### src/rtl/fpu_div_seq_pkg.sv
// Shared FPU types and helpers: divider FSM states, unpacked operand view,
// exponent bias and the canonical quiet NaN.
package pa_fpu;

  typedef enum logic [1:0] {
    DIV_IDLE = 2'd0,
    DIV_NORM = 2'd1,
    DIV_DIV  = 2'd2,
    DIV_RND  = 2'd3
  } e_div_state;

  // Unpacked fields are sized for the widest supported format; users slice.
  localparam int UNP_EXP_W = 16;
  localparam int UNP_MAN_W = 64;

  typedef struct packed {
    logic                        sign;
    logic signed [UNP_EXP_W-1:0] exp;
    logic [UNP_MAN_W-1:0]        mant;
    logic                        is_zero;
    logic                        is_inf;
    logic                        is_nan;
    logic                        is_sub;
  } st_fp_unpacked;

  function automatic int bias(input int exp_w);
    return (1 << (exp_w - 1)) - 1;
  endfunction

  // Sign 0, all-ones exponent, only the top fraction bit set.
  function automatic logic [63:0] qnan_word(input int exp_w, input int man_w);
    logic [63:0] ones_e;
    ones_e = (64'd1 << exp_w) - 64'd1;
    return (ones_e << man_w) | (64'd1 << (man_w - 1));
  endfunction

endpackage

### src/rtl/fpu_lzc.sv
// Combinational leading-zero counter; an all-zero input returns WIDTH.
module fpu_lzc #(
  parameter  int WIDTH = 24,
  localparam int CNT_W = $clog2(WIDTH + 1)
) (
  input  logic [WIDTH-1:0] din,
  output logic [CNT_W-1:0] count
);

  always_comb begin
    count = CNT_W'(WIDTH);
    // Ascending scan so the most significant set bit is the last to write.
    for (int i = 0; i < WIDTH; i++) begin
      if (din[i]) count = CNT_W'(WIDTH - 1 - i);
    end
  end

endmodule

### src/rtl/fpu_div_seq.sv
// Sequential IEEE-754 divider: restoring radix-2 division, one quotient bit
// per clock, round-to-nearest-even, subnormal inputs and outputs.
module fpu_div_seq
  import pa_fpu::*;
#(
  parameter  int EXP_W = 8,
  parameter  int MAN_W = 23,
  localparam int W     = 1 + EXP_W + MAN_W
) (
  input  logic         clk,
  input  logic         arst,
  input  logic         start,
  input  logic [W-1:0] a_operand,
  input  logic [W-1:0] b_operand,
  output logic         busy,
  output logic         done,
  output logic [W-1:0] ieee_packet_out,
  output logic         invalid,
  output logic         div_by_zero,
  output e_div_state   fsm_state
);

  localparam int M   = MAN_W + 1;
  localparam int Q   = MAN_W + 3;
  localparam int XW  = EXP_W + 2;
  localparam int LZW = $clog2(M + 1);
  localparam int CW  = $clog2(Q);
  localparam logic [W-1:0]          QNAN     = W'(qnan_word(EXP_W, MAN_W));
  localparam logic signed [XW-1:0]  EXP_ONE  = XW'(1);
  localparam logic signed [XW-1:0]  EXP_INF  = XW'((1 << EXP_W) - 1);
  localparam logic signed [XW-1:0]  SH_MAX   = XW'(Q + 1);
  localparam logic [CW-1:0]         CNT_LAST = CW'(Q - 1);

  // Handshake: start is taken only in IDLE when done is low (that edge is the
  // accept edge, operands captured there); busy stays high from accept through
  // the single-cycle done pulse; results and flags hold until the next done.

  e_div_state state, state_nxt;
  logic       accept;

  logic [W-1:0]           a_q, b_q;
  logic [M:0]             rem_q;
  logic [M-1:0]           div_q;
  logic [Q-1:0]           quo_q;
  logic [CW-1:0]          cnt_q;
  logic signed [XW-1:0]   exp_q;
  logic                   sign_q;
  logic                   spec_q, spec_inv_q, spec_dbz_q;
  logic [W-1:0]           spec_res_q;

  logic [LZW-1:0] lz_a, lz_b;
  st_fp_unpacked  ua, ub;
  logic           res_sign, a_lt;
  int             e_div;
  logic           spec_hit, spec_inv, spec_dbz;
  logic [W-1:0]   spec_res;

  logic           ge;
  logic [M-1:0]   rem_sub;

  logic signed [XW-1:0]   sh;
  logic [Q-1:0]           q_sh;
  logic                   lost, g_bit, r_bit, s_bit, rup;
  logic [EXP_W-1:0]       ef;
  logic [EXP_W+MAN_W-1:0] mag;
  logic [W-1:0]           rnd_res;

  assign accept    = (state == DIV_IDLE) && start && !done;
  assign fsm_state = state;

  fpu_lzc #(.WIDTH(M)) u_lzc_a (.din({1'b0, a_q[MAN_W-1:0]}), .count(lz_a));
  fpu_lzc #(.WIDTH(M)) u_lzc_b (.din({1'b0, b_q[MAN_W-1:0]}), .count(lz_b));

  function automatic st_fp_unpacked unpack(input logic [W-1:0] x, input logic [LZW-1:0] lz);
    st_fp_unpacked    u;
    logic [EXP_W-1:0] fe;
    logic [MAN_W-1:0] fr;
    fe = x[W-2:MAN_W];
    fr = x[MAN_W-1:0];
    u = '0;
    u.sign    = x[W-1];
    u.is_nan  = (&fe) && (|fr);
    u.is_inf  = (&fe) && !(|fr);
    u.is_zero = !(|fe) && !(|fr);
    u.is_sub  = !(|fe) && (|fr);
    // Subnormals are normalised so every finite operand has its hidden bit set.
    if (u.is_sub) begin
      u.mant = UNP_MAN_W'({1'b0, fr}) << lz;
      u.exp  = UNP_EXP_W'(1) - UNP_EXP_W'(lz);
    end else begin
      u.mant = UNP_MAN_W'({1'b1, fr});
      u.exp  = UNP_EXP_W'(fe);
    end
    return u;
  endfunction

  always_ff @(posedge clk or posedge arst) begin
    if (arst) state <= DIV_IDLE;
    else      state <= state_nxt;
  end

  always_comb begin
    state_nxt = state;
    case (state)
      DIV_IDLE: if (accept) state_nxt = DIV_NORM;
      DIV_NORM: state_nxt = spec_hit ? DIV_RND : DIV_DIV;
      DIV_DIV:  if (cnt_q == CNT_LAST) state_nxt = DIV_RND;
      DIV_RND:  state_nxt = DIV_IDLE;
      default:  state_nxt = DIV_IDLE;
    endcase
  end

  always_comb begin
    ua       = unpack(a_q, lz_a);
    ub       = unpack(b_q, lz_b);
    res_sign = a_q[W-1] ^ b_q[W-1];
    a_lt     = ua.mant < ub.mant;
    e_div    = int'(signed'(ua.exp)) - int'(signed'(ub.exp)) + bias(EXP_W) - (a_lt ? 1 : 0);
    spec_hit = 1'b1;
    spec_inv = 1'b0;
    spec_dbz = 1'b0;
    spec_res = '0;
    if (ua.is_nan || ub.is_nan) begin
      spec_res = QNAN;
      spec_inv = 1'b1;
    end else if ((ua.is_zero && ub.is_zero) || (ua.is_inf && ub.is_inf)) begin
      spec_res = QNAN;
      spec_inv = 1'b1;
    end else if (ua.is_inf) begin
      spec_res = {res_sign, {EXP_W{1'b1}}, {MAN_W{1'b0}}};
    end else if (ub.is_zero) begin
      spec_res = {res_sign, {EXP_W{1'b1}}, {MAN_W{1'b0}}};
      spec_dbz = 1'b1;
    end else if (ub.is_inf || ua.is_zero) begin
      spec_res = {res_sign, {(W-1){1'b0}}};
    end else begin
      spec_hit = 1'b0;
    end
  end

  // After a subtract the partial remainder is below the divisor, so M bits hold it.
  assign ge      = rem_q >= {1'b0, div_q};
  assign rem_sub = ge ? M'(rem_q - {1'b0, div_q}) : rem_q[M-1:0];

  always_comb begin
    sh = EXP_ONE - exp_q;
    if (sh > SH_MAX) sh = SH_MAX;
    q_sh = quo_q;
    lost = 1'b0;
    ef   = exp_q[EXP_W-1:0];
    // Tiny results are denormalised first so rounding happens at the subnormal LSB.
    if (exp_q < EXP_ONE) begin
      q_sh = quo_q >> sh;
      lost = |(quo_q & ~({Q{1'b1}} << sh));
      ef   = '0;
    end
    g_bit = q_sh[1];
    r_bit = q_sh[0];
    s_bit = (|rem_q) | lost;
    rup   = g_bit & (r_bit | s_bit | q_sh[2]);
    mag   = {ef, q_sh[Q-2:2]} + (EXP_W+MAN_W)'(rup);
    if (exp_q >= EXP_INF) rnd_res = {sign_q, {EXP_W{1'b1}}, {MAN_W{1'b0}}};
    else                  rnd_res = {sign_q, mag};
  end

  always_ff @(posedge clk or posedge arst) begin
    if (arst) begin
      a_q             <= '0;
      b_q             <= '0;
      rem_q           <= '0;
      div_q           <= '0;
      quo_q           <= '0;
      cnt_q           <= '0;
      exp_q           <= '0;
      sign_q          <= 1'b0;
      spec_q          <= 1'b0;
      spec_inv_q      <= 1'b0;
      spec_dbz_q      <= 1'b0;
      spec_res_q      <= '0;
      busy            <= 1'b0;
      done            <= 1'b0;
      ieee_packet_out <= '0;
      invalid         <= 1'b0;
      div_by_zero     <= 1'b0;
    end else begin
      if (done) begin
        done <= 1'b0;
        busy <= 1'b0;
      end
      case (state)
        DIV_IDLE: if (accept) begin
          a_q  <= a_operand;
          b_q  <= b_operand;
          busy <= 1'b1;
        end
        DIV_NORM: begin
          sign_q     <= res_sign;
          spec_q     <= spec_hit;
          spec_inv_q <= spec_inv;
          spec_dbz_q <= spec_dbz;
          spec_res_q <= spec_res;
          rem_q      <= a_lt ? (M+1)'(ua.mant << 1) : (M+1)'(ua.mant);
          div_q      <= M'(ub.mant);
          exp_q      <= XW'(e_div);
          quo_q      <= '0;
          cnt_q      <= '0;
        end
        DIV_DIV: begin
          rem_q <= {rem_sub, 1'b0};
          quo_q <= {quo_q[Q-2:0], ge};
          cnt_q <= cnt_q + CW'(1);
        end
        DIV_RND: begin
          ieee_packet_out <= spec_q ? spec_res_q : rnd_res;
          invalid         <= spec_inv_q;
          div_by_zero     <= spec_dbz_q;
          done            <= 1'b1;
        end
        default: ;
      endcase
    end
  end

endmodule
### config.mk
export PLATFORM = sky130hd
export DESIGN_NAME = fpu_div_seq
export DESIGN_NICKNAME = d
export VERILOG_FILES = /design/src/rtl/fpu_div_seq_pkg.sv /design/src/rtl/fpu_lzc.sv /design/src/rtl/fpu_div_seq.sv
export SDC_FILE = /design/constraint.sdc
export NUM_CORES = 1
export LEC_CHECK = 0
export BUFFER_PORTS_ARGS = -buffer_cell sky130_fd_sc_hd__buf_2
export CAP_MARGIN = 10
export CORE_MARGIN = 1.5
export CORE_UTILIZATION = 45
export DETAILED_ROUTE_END_ITERATION = 6
export PLACE_DENSITY = 0.62
export SETUP_SLACK_MARGIN = 0.3
export SLEW_MARGIN = 20
export SYNTH_ARGS = -nofsm -noshare
export SYNTH_HDL_FRONTEND = slang
export SYNTH_SLANG_ARGS = --single-unit
export TNS_END_PERCENT = 10
### constraint.sdc
create_clock -name clk -period 8.2 [get_ports clk]
set_input_delay 1.23 -clock clk [delete_from_list [all_inputs] [get_ports clk]]
set_output_delay 1.23 -clock clk [all_outputs]
set_load 0.03 [all_outputs]
; ---- After elaboration in Yosys (flattened, before gate mapping)
; Index checks and enable logic that the tools add are counted.
[op_classes]
reduce_logical = 32
magnitude_cmp = 5
shifts = 4
n_addsub = 9
bitwise = 7
eq_ne = 6
n_mux = 84
[ops]
columns = cell, n
row1 = 32-bit two-way mux, 6
row2 = 5-bit two-way mux, 30
row3 = 74-bit two-way mux, 2
row4 = 23-bit by 5-bit left shift with 64-bit output, 2
row5 = 64-bit < comparator, 1
row6 = 4-bit two-way mux, 16
row7 = 26-bit case mux with 2 select lines, 1
row8 = 25-bit two-way mux, 2
row9 = 25-bit case mux with 2 select lines, 1
row10 = 23-bit OR reduction, 2
row11 = 31-bit by 1-bit adder with 31-bit output, 1
row12 = 31-bit two-way mux, 1
row13 = 26-bit bitwise AND, 1
row14 = 26-bit inverter, 1
row15 = 26-bit OR reduction, 1
row16 = 26-bit by 10-bit left shift with 26-bit output (first input constant), 1
row17 = 26-bit by 10-bit right shift with 25-bit output, 1
row18 = 25-bit by 24-bit >= comparator with 1-bit output, 1
row19 = 25-bit OR reduction, 1
row20 = 24-bit two-way mux, 1
row21 = 24-bit subtractor, 1
row22 = 1-bit two-way mux, 18
row23 = 8-bit AND reduction, 2
row24 = 8-bit OR reduction, 2
row25 = other kinds (27), 51
[totals]
word_cells = 165
regBits = 228
output_inout_bits = 38
inputBits = 67

; ---- Depth between registers and ports, before layout
; Gate-level depths: netlist of the first run.
[logic_depth]
depth_word = 28
ltp_mapped = 42
mapped_depth_nobuf = 38

; ---- Cells and area by module
; Synthesis of the first run repeated with hierarchy kept, for this count alone.
[unflattened]
hier_cells = 2248
area_unflattened_um2 = 18496.5
[by_module_without_submodules]
columns = module, area_each_um2, cells_per_inst, instances, seq_area_each_um2
row1 = fpu_div_seq, 17966.0, 2152, 1, 4954.8
row2 = fpu_lzc, 265.3, 48, 2, 0.0

; ---- Worst setup path after synthesis of the first run
; OpenSTA, ideal clock, no wires.
[synth_path]
path_kind = register -> register
from = reg b_q[0]
to = reg exp_q[9]
period_less_slack_ps = 7760
arrival_time_ps = 7625
setup_time_ps = 135
stages_incl_launch_ff = 42
n_path_buf = 3
slack_ps = 440
cell_sequence = dfrtp_1 -> clkbuf_1 -> nor2_1 -> o31ai_1 -> a211oi_1 -> o31ai_1 -> a211o_1 -> a311oi_1 -> nor2_1 -> clkinv_1 -> mux4_2 -> and2_1 -> a211oi_1 -> a21oi_1 -> o221ai_1 -> ha_1 -> a21o_1 -> a21o_1 -> [... 6 more ...] -> a21oi_1 -> clkbuf_1 -> clkbuf_1 -> ha_1 -> inv_1 -> ha_1 -> ha_1 -> inv_1 -> fa_1 -> inv_1 -> a21oi_1 -> o21bai_1 -> a21oi_1 -> o21bai_1 -> a21o_1 -> a21oi_1 -> xnor2_1 -> a21oi_1
[synth_via]
elab_chain_cells = 28
[synth_lines]
columns = item, line
row1 = from (decl), fpu_div_seq.sv:41  ; logic [W-1:0] a_q, b_q;
row2 = from (signal assigned), fpu_div_seq.sv:193  ; b_q <= b_operand;
row3 = 4-bit two-way mux (8 in a row), fpu_lzc.sv:14  ; if (din[i]) count = CNT_W'(WIDTH - 1 - i);
row4 = 5-bit two-way mux (15 in a row), fpu_lzc.sv:14
row5 = 1-bit by 5-bit subtractor with 6-bit output or 23-bit by 5-bit left shift with 64-bit output (tied branches), "fpu_div_seq.sv:89, fpu_div_seq.sv:88"
row6 = 74-bit two-way mux (*), fpu_div_seq.sv:87  ; if (u.is_sub) begin
row7 = 10-bit subtractor or 64-bit < comparator (tied branches), "fpu_div_seq.sv:118, fpu_div_seq.sv:117"
row8 = 10-bit by 8-bit adder with 10-bit output or 1-bit two-way mux (tied branches), fpu_div_seq.sv:118  ; e_div = int'(signed'(ua.exp)) - int'(signed'(ub.exp)) + bias(EXP_W) - (a_lt ? 1 : 0);
row9 = 10-bit by 2-bit subtractor with 10-bit output (*), fpu_div_seq.sv:118
row10 = to (signal assigned), fpu_div_seq.sv:204  ; exp_q <= XW'(e_div);
row11 = to (decl), fpu_div_seq.sv:46  ; logic signed [XW-1:0] exp_q;
; Mark *: on every way between the ends. The rest lies on a longest branch, timed or not.
; A chain may end at the register's enable or synchronous reset.

; ---- Final worst setup path of the first run
; Same ends and word-level chain as after synthesis.

==> out/metrics.csv, run 1 <==
metric,value,unit
outcome,finished clean,
yosys warns,0,
Setup crit end kind,flip-flop,
most used flip-flop cell after synthesis,dfrtp_1,
area share of the largest cell type after synthesis,0.273,
Worst Path Max Fanout,9,
Total Neg Setup Slack,0,ns
minimum clock period,7.41,ns
dpl hpwl,52500,um
cells after synthesis,2202,
vias in the first global route,17213,
antenna-violating nets left,0,
post-synthesis compound-gate area fraction,0.258,
Synth area leaders,"dfrtp_1, ha_1, mux2i_1",
adder-cell area share of the yosys netlist,0.0790,
H-tree level count,4,
Total Wirelength,68700,um
Clock Skew,0.0114,ns
CTS tree,built,
core area,0.0398,mm2
clock root buffer,clkbuf_16,
Post CTS Setup Buffer Count,0,
CTS max path bufs,2,
layout cells sized above 1,0.148,
"Distinct cells, synth",96,
Die Area,0.0416,mm2
Max Freq,135,MHz
final max-slew violation count,0,
maximum vdd drop,0.000324,V
DR WL/cell,24.2,um
via density per instance,6.38,
fin crit share,0.903,
Die Y-Extent,204,um
CP max-delay cell,mux4_2,
Max-slew headroom,0.269,
Synth area leader,dfrtp_1,
I/O Buffers,104,
1st-pass router iterations,6,
post-synthesis mux area share,0.132,
starting density of the core,0.457,
most used cell along the critical path,a21oi_1,
DIE WIDTH,204,um
Worst EP required,8.56,ns
leak pwr,0.00903,uW
DRT iter0 DRCs,1758,
Max-cap violations,0,
"most common cell after layout, fill and taps aside",nand2_1,
WP data arrival,7.76,ns
gr usage total,0.334,
Final Worst Setup Slack,0.794,ns
xor/xnor share of the synthesized area,0.0260,
Final Hold Violating Endpoints,0,
Routability Congestion,1.02,
"Avg Cell Area, Syn",8.26,um2
grt ovf,0,
row cnt,73,
Final setup viols,0,
DRC violations left,0,
flip-flop and latch count after synthesis,198,
HP Class,flip-flop to flip-flop,
Setup Crit Path Kind,flip-flop to flip-flop,
Sink Count,198,
post-synthesis sequential area ratio,0.273,
TritonCTS Buffers,17,
FF-to-FF path depth,38,
largest family of logic cells by synthesized area,compound AO/OA/AOI/OAI gates,
Ports,105,
tightest hold margin,0.495,ns
first-pass GRT wire length,106000,um
fraction of registers with async set/reset,1.00,
"EDFF count, synth",0,
vias,18100,
synth-to-layout area growth,10.7,%
clk_lat worst skew,0.50,ns
Synth Cell Area,0.0182,mm2
CP Launch Type,flip-flop,
clk slew on worst S/H paths,0.07,ns
Place WS,0.862,ns
Worst-Margin Slew,1.09,ns
Cell Pwr Density,477,mW/mm2
unrepaired setup endpoints after global routing,false,
WHS Path Cells,2,
most frequent cells in the layout,"nand2_1, dfrtp_1, nor2_1, a21oi_1, inv_1",
nets@finish,2479,
post-synthesis simple-gate area fraction,0.170,
Ant. Diodes,0,
initial antenna violation count,1,
CP max stage delay,0.52,ns
largest net degree at the start of global routing,101,
-- logic make-up after synthesis --
family / count (synthesis)
adders and majority gates: 113
other: 2
and+or+nand+nor: 645
DFF: 198
buffers and inverters: 286
AOI/OAI and AO/OA: 683
muxes: 221
xor gates and xnor gates: 54
-- synthesized netlist by cell type, drive strengths merged, types with 8 or more instances --
cell type and instances:
inv 138, a211oi 27, nor4 25, nor3 39
o22ai 30, xnor2 35, xor2 19, a31o 8
a2111oi 16, mux2 85, a32oi 10, o2bb2ai 12
a211o 9, or2 9, o21bai 15, buf 34
o21a 15, clkbuf 112, a21oi 157, a221oi 12
nor2b 19, and2 19, o21ai 125, nand2 206
and3 14, a22oi 20, nor2 167, a21o 53
o221ai 19, ha 110, a31oi 25, nand3 69
nand2b 10, nand4 30, dfrtp 198, o211ai 33
or3 14, o31ai 17, a221o 13, mux2i 129
-- metrics by stage --
stage,power [uW],utilization,std cells,instance area (um2)
2_1_floorplan,6580,-,2262,18400
3_3_place_gp,8550,0.490,2805,19500
3_5_place_dp,8560,0.490,2805,19500
4_1_cts,9480,0.505,2837,20100
5_1_grt,10300,0.505,2837,20100
6_report,9600,0.505,2837,20100
-- critical path: cells and delay by family, from the launching register on --
| family | cells | cell delay (ns) |
|---|---|---|
| AOI/OAI and AO/OA | 24 | 4.04 |
| xor gates and xnor gates | 1 | 0.14 |
| adders and majority gates | 5 | 1.29 |
| buffers and inverters | 4 | 0.27 |
| DFF | 1 | 0.51 |
| muxes | 1 | 0.52 |
| and+or+nand+nor | 3 | 0.50 |
-- path summary, 6_finish.rpt --
path,from,end,slack [ns]
min in group asynchronous,arst,fsm_state[0],0.88
hold reg to reg,busy,busy,0.49
setup reg to reg,b_q[0],exp_q[9],0.79
hold / removal,busy,busy,0.49
setup / recovery,b_q[0],exp_q[9],0.79
max in group asynchronous,arst,a_q[14],5.49
-- layout make-up --
type	instances	area (um2)
fill	3919	19700
multi-input combinational	1778	12400
sequential	198	4950
timing repair buffer	164	996
tap	525	657
inverter	140	536
clock buffer	22	484
clock inverter	10	113
-- state kept, by name (all words and copies together) (netlist names), 2 cells and up --
name,flops
b_q,32
quo_q,26
exp_q,10
fsm_state,2
spec_res_q,3
div_q,24
rem_q,25
a_q,32
cnt_q,5
ieee_packet_out,32
-- where the power goes --
group | switching, uW | internal, uW | total, uW
Clock | 416 | 458 | 875
Combinational | 4200 | 2580 | 6780
Sequential | 576 | 1370 | 1950
Total | 5190 | 4410 | 9600
-- what timing repair did --
item | in CTS | in global routing
setup endpoints to repair | 0 | 2
hold endpoints to repair | 0 | 0
hold buffers | 0 | 0
resized for setup | 0 | 5
-- metal layers --
layer | wire length [um] | share of wire | global-route usage
met3 | 4390 | 0.064 | 0.0540
met5 | 13 | 0.00019 | 0
met2 | 31300 | 0.46 | 0.531
met1 | 29700 | 0.43 | 0.444
met4 | 3260 | 0.047 | 0.157
No activity file was read; power rests on OpenSTA's default activity.
==> run 2, diff against run 1 <==
--- a/config.mk
+++ b/config.mk
@@ -5,6 +5,7 @@
 export SDC_FILE = /design/constraint.sdc
 export NUM_CORES = 1
 export LEC_CHECK = 0
+export ABC_AREA = 1
 export BUFFER_PORTS_ARGS = -buffer_cell sky130_fd_sc_hd__buf_2
 export CAP_MARGIN = 10
 export CORE_MARGIN = 1.5
==> out/metrics.csv, run 2 <==
metric,value,unit
final max-slew violation count,0,
Setup Crit Path Kind,flip-flop to flip-flop,
Total Wirelength,64600,um
CTS tree,built,
TritonCTS Buffers,17,
H-tree level count,4,
Routability Congestion,0.972,
"EDFF count, synth",0,
first-pass GRT wire length,103000,um
Max-slew headroom,0.314,
"Cell Count, Final, Fillers Out",3475,
most frequent cells in the layout,"nand2_1, nand3_1, inv_1, o21ai_0, dfrtp_1",
Final Hold Violating Endpoints,0,
Sink Count,198,
I/O Buffers,104,
Synth Cell Area,0.0180,mm2
flip-flop and latch count after synthesis,198,
synth-to-layout area growth,9.77,%
Worst Path Buf+Inv,5,
CTS Hold Bufs,0,
Worst EP required,8.55,ns
Die Area,0.0412,mm2
row cnt,73,
Worst Setup EP,exp_q[9],
nets@finish,3117,
DIE WIDTH,203,um
via density per instance,5.64,
gr usage total,0.321,
vias,19602,
clk_lat worst skew,0.50,ns
FF-to-FF path depth,52,
Cell Pwr Density,496,mW/mm2
placed cell count,3442,
"Distinct cells, synth",68,
"delay-heaviest family, CP",simple AND/OR/NAND/NOR gates,
top post-synthesis cells by count,"nand2_1, nand3_1, inv_1",
outcome,finished clean,
Synth area leaders,"dfrtp_1, nand2_1, nand3_1",
Die Y-Extent,203,um
fin util,0.499,
HP Class,flip-flop to flip-flop,
maximum vdd drop,0.000254,V
most used flip-flop cell after synthesis,dfrtp_1,
post-synthesis sequential area ratio,0.275,
RR Endpoint,exp_q[9],
antenna-violating nets left,0,
Total Neg Setup Slack,0,ns
clock root buffer,clkbuf_16,
CTS max path bufs,2,
Ant. Diodes,0,
DRC violations left,0,
CP max-delay cell,o21ai_0,
leak pwr,0.00996,uW
grt ovf,0,
"Avg Cell Area, Syn",6.32,um2
"most common cell after layout, fill and taps aside",nand2_1,
DR WL/cell,18.6,um
unrepaired setup endpoints after global routing,false,
cells after synthesis,2846,
fin crit share,0.863,
core area,0.0395,mm2
WP data arrival,7.42,ns
clk slew on worst S/H paths,0.07,ns
Worst-Margin Slew,1.00,ns
DRT iter0 DRCs,1929,
reg2reg start,b_q[0],
Critical Path Stages,52,
worst setup path start,b_q[0],
CP max stage delay,0.58,ns
top-count cell post-synth,nand2_1,
vias in the first global route,18357,
initial antenna violation count,0,
yosys warns,0,
fraction of registers with async set/reset,1.00,
most used cell along the critical path,nand2_1,
area share of the largest cell type after synthesis,0.275,
CP Launch Type,flip-flop,
Max Freq,141,MHz
largest registers,"a_q (32), b_q (32), ieee_packet_out (32)",
largest net degree at the start of global routing,100,
1st-pass router iterations,7,
Ports,105,
minimum clock period,7.07,ns
Max-cap violations,0,
dpl hpwl,50900,um
"setup slack, reg-to-reg",1.13,ns
starting density of the core,0.455,
Clock Skew,0.0186,ns
layout cells sized above 1,0.0810,
Design Power,9800,uW
Setup crit end kind,flip-flop,
Synth area leader,dfrtp_1,
Post CTS Setup Buffer Count,0,
Final setup viols,0,
Worst Path Max Fanout,33,
==> run 2: layout make-up <==
type | count | area, um2
Clock buffer | 20 | 467
Clock inverter | 12 | 153
Fill cell | 4186 | 19800
Inverter | 333 | 1260
Multi-Input combinational cell | 2257 | 11500
Sequential cell | 198 | 4950
Tap cell | 525 | 657
Timing Repair Buffer | 130 | 736
==> run 2: how the worst min path moves through the flow <==
stage,from,end,slack [ns],cells past startpoint
floorplan,div_q[23],div_q[23],0.43,2
global placement,div_q[23],div_q[23],0.44,2
detailed placement,div_q[23],div_q[23],0.44,2
CTS,div_q[23],div_q[23],0.46,2
global route,div_q[23],div_q[23],0.47,2
finish,div_q[23],div_q[23],0.46,2
==> run 2: where the power goes <==
part / internal [uW] / total (uW) / switching [uW]
registers: 1360 / 1730 / 368
logic: 2180 / 7160 / 4980
clock network: 483 / 910 / 426
total: 4020 / 9800 / 5770
==> run 2: kinds of logic (layout without fill, tap and decap cells) <==
group                    after synthesis  in the layout  synth area share
AND/OR/NAND/NOR                     1542           1542             0.370
XOR/XNOR                              26             26            0.0127
flip-flops                           198            198             0.275
adder cells (fa/ha/maj)              113            113            0.0799
other                                  2             62          0.000418
buffers and inverters                451            495            0.0987
multiplexers                           1              1          0.000557
AO/OA/AOI/OAI                        513            513             0.162
==> run 2: timing repair <==
| action | in CTS | in global routing |
|---|---|---|
| setup endpoints to repair | 0 | 2 |
| hold endpoints to repair | 0 | 0 |
| gates resized for setup | 0 | 3 |
==> run 2: worst reg2reg max path, delay by kind of cell, from the launching register on <==
family                     cells  cell delay, ns
and+or+nand+nor               31            3.02
buffers and inverters          5            0.39
adders and majority gates      5            1.26
xor gates and xnor gates       1            0.13
DFF                            1            0.39
AOI/OAI and AO/OA             10            1.75
==> run 2: stage by stage <==
step           worst slack [ns]  hold slack (ns)  cell area, um2
3_5_place_dp              0.934            0.445           19100
6_report                   1.13            0.463           19700
2_1_floorplan              1.57            0.426           18200
3_3_place_gp               1.09            0.442           19100
5_1_grt                   0.344            0.470           19700
4_1_cts                   0.905            0.462           19700
==> run 2: layer usage <==
| layer | vias to the layer above | share of wire | track usage |
|---|---|---|---|
| met5 | - | 0 | 0 |
| met3 | 116 | 0.063 | 0.0372 |
| met2 | 764 | 0.44 | 0.501 |
| met4 | 0 | 0.033 | 0.126 |
| li1 | 9567 | - | - |
| met1 | 9155 | 0.46 | 0.452 |
==> run 3, diff against run 2 <==
==> constraint.sdc (replaced) <==
create_clock -name clk -period 5.9 [get_ports clk]
set_input_delay 0.885 -clock clk [delete_from_list [all_inputs] [get_ports clk]]
set_output_delay 0.885 -clock clk [all_outputs]
set_load 0.03 [all_outputs]
==> out/metrics.csv, run 3 (synthesis gave the netlist of run 2 again) <==
metric,value,unit
outcome,"complete, but fails checks",
failing checks,negative setup slack,
Worst EP required,6.25,ns
Die Area,0.0412,mm2
vias in the first global route,19103,
CP Launch Type,flip-flop,
M3 GR Usage,0.0490,
Ports,105,
clk_lat worst skew,0.48,ns
fin crit share,1.04,
Setup crit end kind,flip-flop,
GR peak layer,met2,
gr usage total,0.327,
CTS max path bufs,2,
vias,20328,
Cell Pwr Density,719,mW/mm2
via density per instance,5.56,
Worst Path Max Fanout,10,
Worst-Margin Slew,1.07,ns
Final setup viols,4,
HP Class,flip-flop to flip-flop,
most used cell along the critical path,nand2_1,
initial antenna violation count,1,
dpl hpwl,53100,um
Final Hold Violating Endpoints,0,
unrepaired setup endpoints after global routing,true,
clock root buffer,clkbuf_16,
antenna-violating nets left,0,
row cnt,73,
Total Wirelength,67300,um
Sink Count,198,
H-tree level count,4,
first-pass GRT wire length,105000,um
1st-pass router iterations,6,
largest registers,"a_q (32), b_q (32), ieee_packet_out (32)",
Final Worst Setup Slack,-0.235,ns
Setup Crit Path Kind,flip-flop to flip-flop,
Design Power,15400,uW
nets@finish,3298,
CP max-delay cell,dfrtp_1,
Routability Congestion,0.988,
leak pwr,0.0109,uW
clk slew on worst S/H paths,0.08,ns
Max-slew headroom,0.272,
met1 global-route usage,0.442,
DRC violations left,0,
starting density of the core,0.455,
CTS tree,built,
met2 usage,0.532,
final max-slew violation count,0,
DIE WIDTH,203,um
"most common cell after layout, fill and taps aside",nand2_1,
grt ovf,0,
most frequent cells in the layout,"nand2_1, nand3_1, inv_1, o21ai_0, dfrtp_1",
core area,0.0395,mm2
Ant. Diodes,0,
maximum vdd drop,0.000355,V
tightest hold margin,0.483,ns
layout cells sized above 1,0.154,
Die Y-Extent,203,um
largest net degree at the start of global routing,129,
CTS Hold Bufs,0,
Clock Skew,0.0203,ns
Max Freq,163,MHz
CP max stage delay,0.40,ns
WP data arrival,6.49,ns
TritonCTS Buffers,17,
synth-to-layout area growth,19.3,%
Max-cap violations,0,
DRT iter0 DRCs,1857,
DR WL/cell,18.4,um
I/O Buffers,104,
minimum clock period,6.14,ns
[run 3: layout make-up]
cell class	instances	area [um2]
sequential	198	4950
multi-input combinational	2257	11800
fill	4040	18100
clock inverter	14	186
clock buffer	18	429
tap	525	657
timing repair buffer	311	2200
inverter	333	1260
[run 3: power by group]
group          switching (uW)  internal, uW
clock                     642           612
sequential                493          1890
combinational            7490          4300
total                    8620          6800
[run 3: path summary, 6_finish.rpt]
path / start / to / slack, ns / cells after the start
hold reg to reg: ieee_packet_out[18] / ieee_packet_out[18] / 0.48 / 2
max in group asynchronous: arst / a_q[27] / 4.58 / 3
setup / recovery: b_q[1] / exp_q[9] / -0.24 / 56
hold / removal: ieee_packet_out[18] / ieee_packet_out[18] / 0.48 / 2
min in group asynchronous: arst / quo_q[12] / 0.53 / 3
setup reg to reg: b_q[1] / exp_q[9] / -0.24 / 56
[run 3: worst max-delay path: cells and delay by family (launching register included)]
| kind | cells | cell delay [ns] |
|---|---|---|
| flip-flops | 1 | 0.40 |
| AO/OA/AOI/OAI | 11 | 1.17 |
| buffers and inverters | 6 | 0.53 |
| adder cells (fa/ha/maj) | 5 | 1.20 |
| AND/OR/NAND/NOR | 33 | 2.61 |
| XOR/XNOR | 1 | 0.14 |
[run 3: what timing repair did]
item                                    4_1_cts  5_1_grt
endpoints found under the setup margin        8        8
gates resized for setup                      27       76
setup buffers                                 6        7
cloned                                        0        5
pin swaps                                    10       27
[run 3: per-stage QoR]
stage | instances | instance area [um2] | setup WS, ns | setup TNS [ns] | utilization
final | 3656 | 21500 | -0.235 | -0.572 | 0.542
after global routing | 3656 | 21500 | -0.781 | -2.94 | 0.542
after CTS | 3644 | 21100 | -0.323 | -0.571 | 0.532
after detailed placement | 3606 | 20400 | -0.566 | -1.26 | 0.515
after global placement | 3606 | 20400 | -0.463 | -0.895 | 0.515
after floorplan | 2906 | 18200 | -0.198 | -0.198 | -
[run 3: layer usage]
metal  vias up  part of all wire
met1      9483              0.44
met3       109             0.067
met2       790              0.46
li1       9946                 -
met4         0             0.032
met5         -                 0
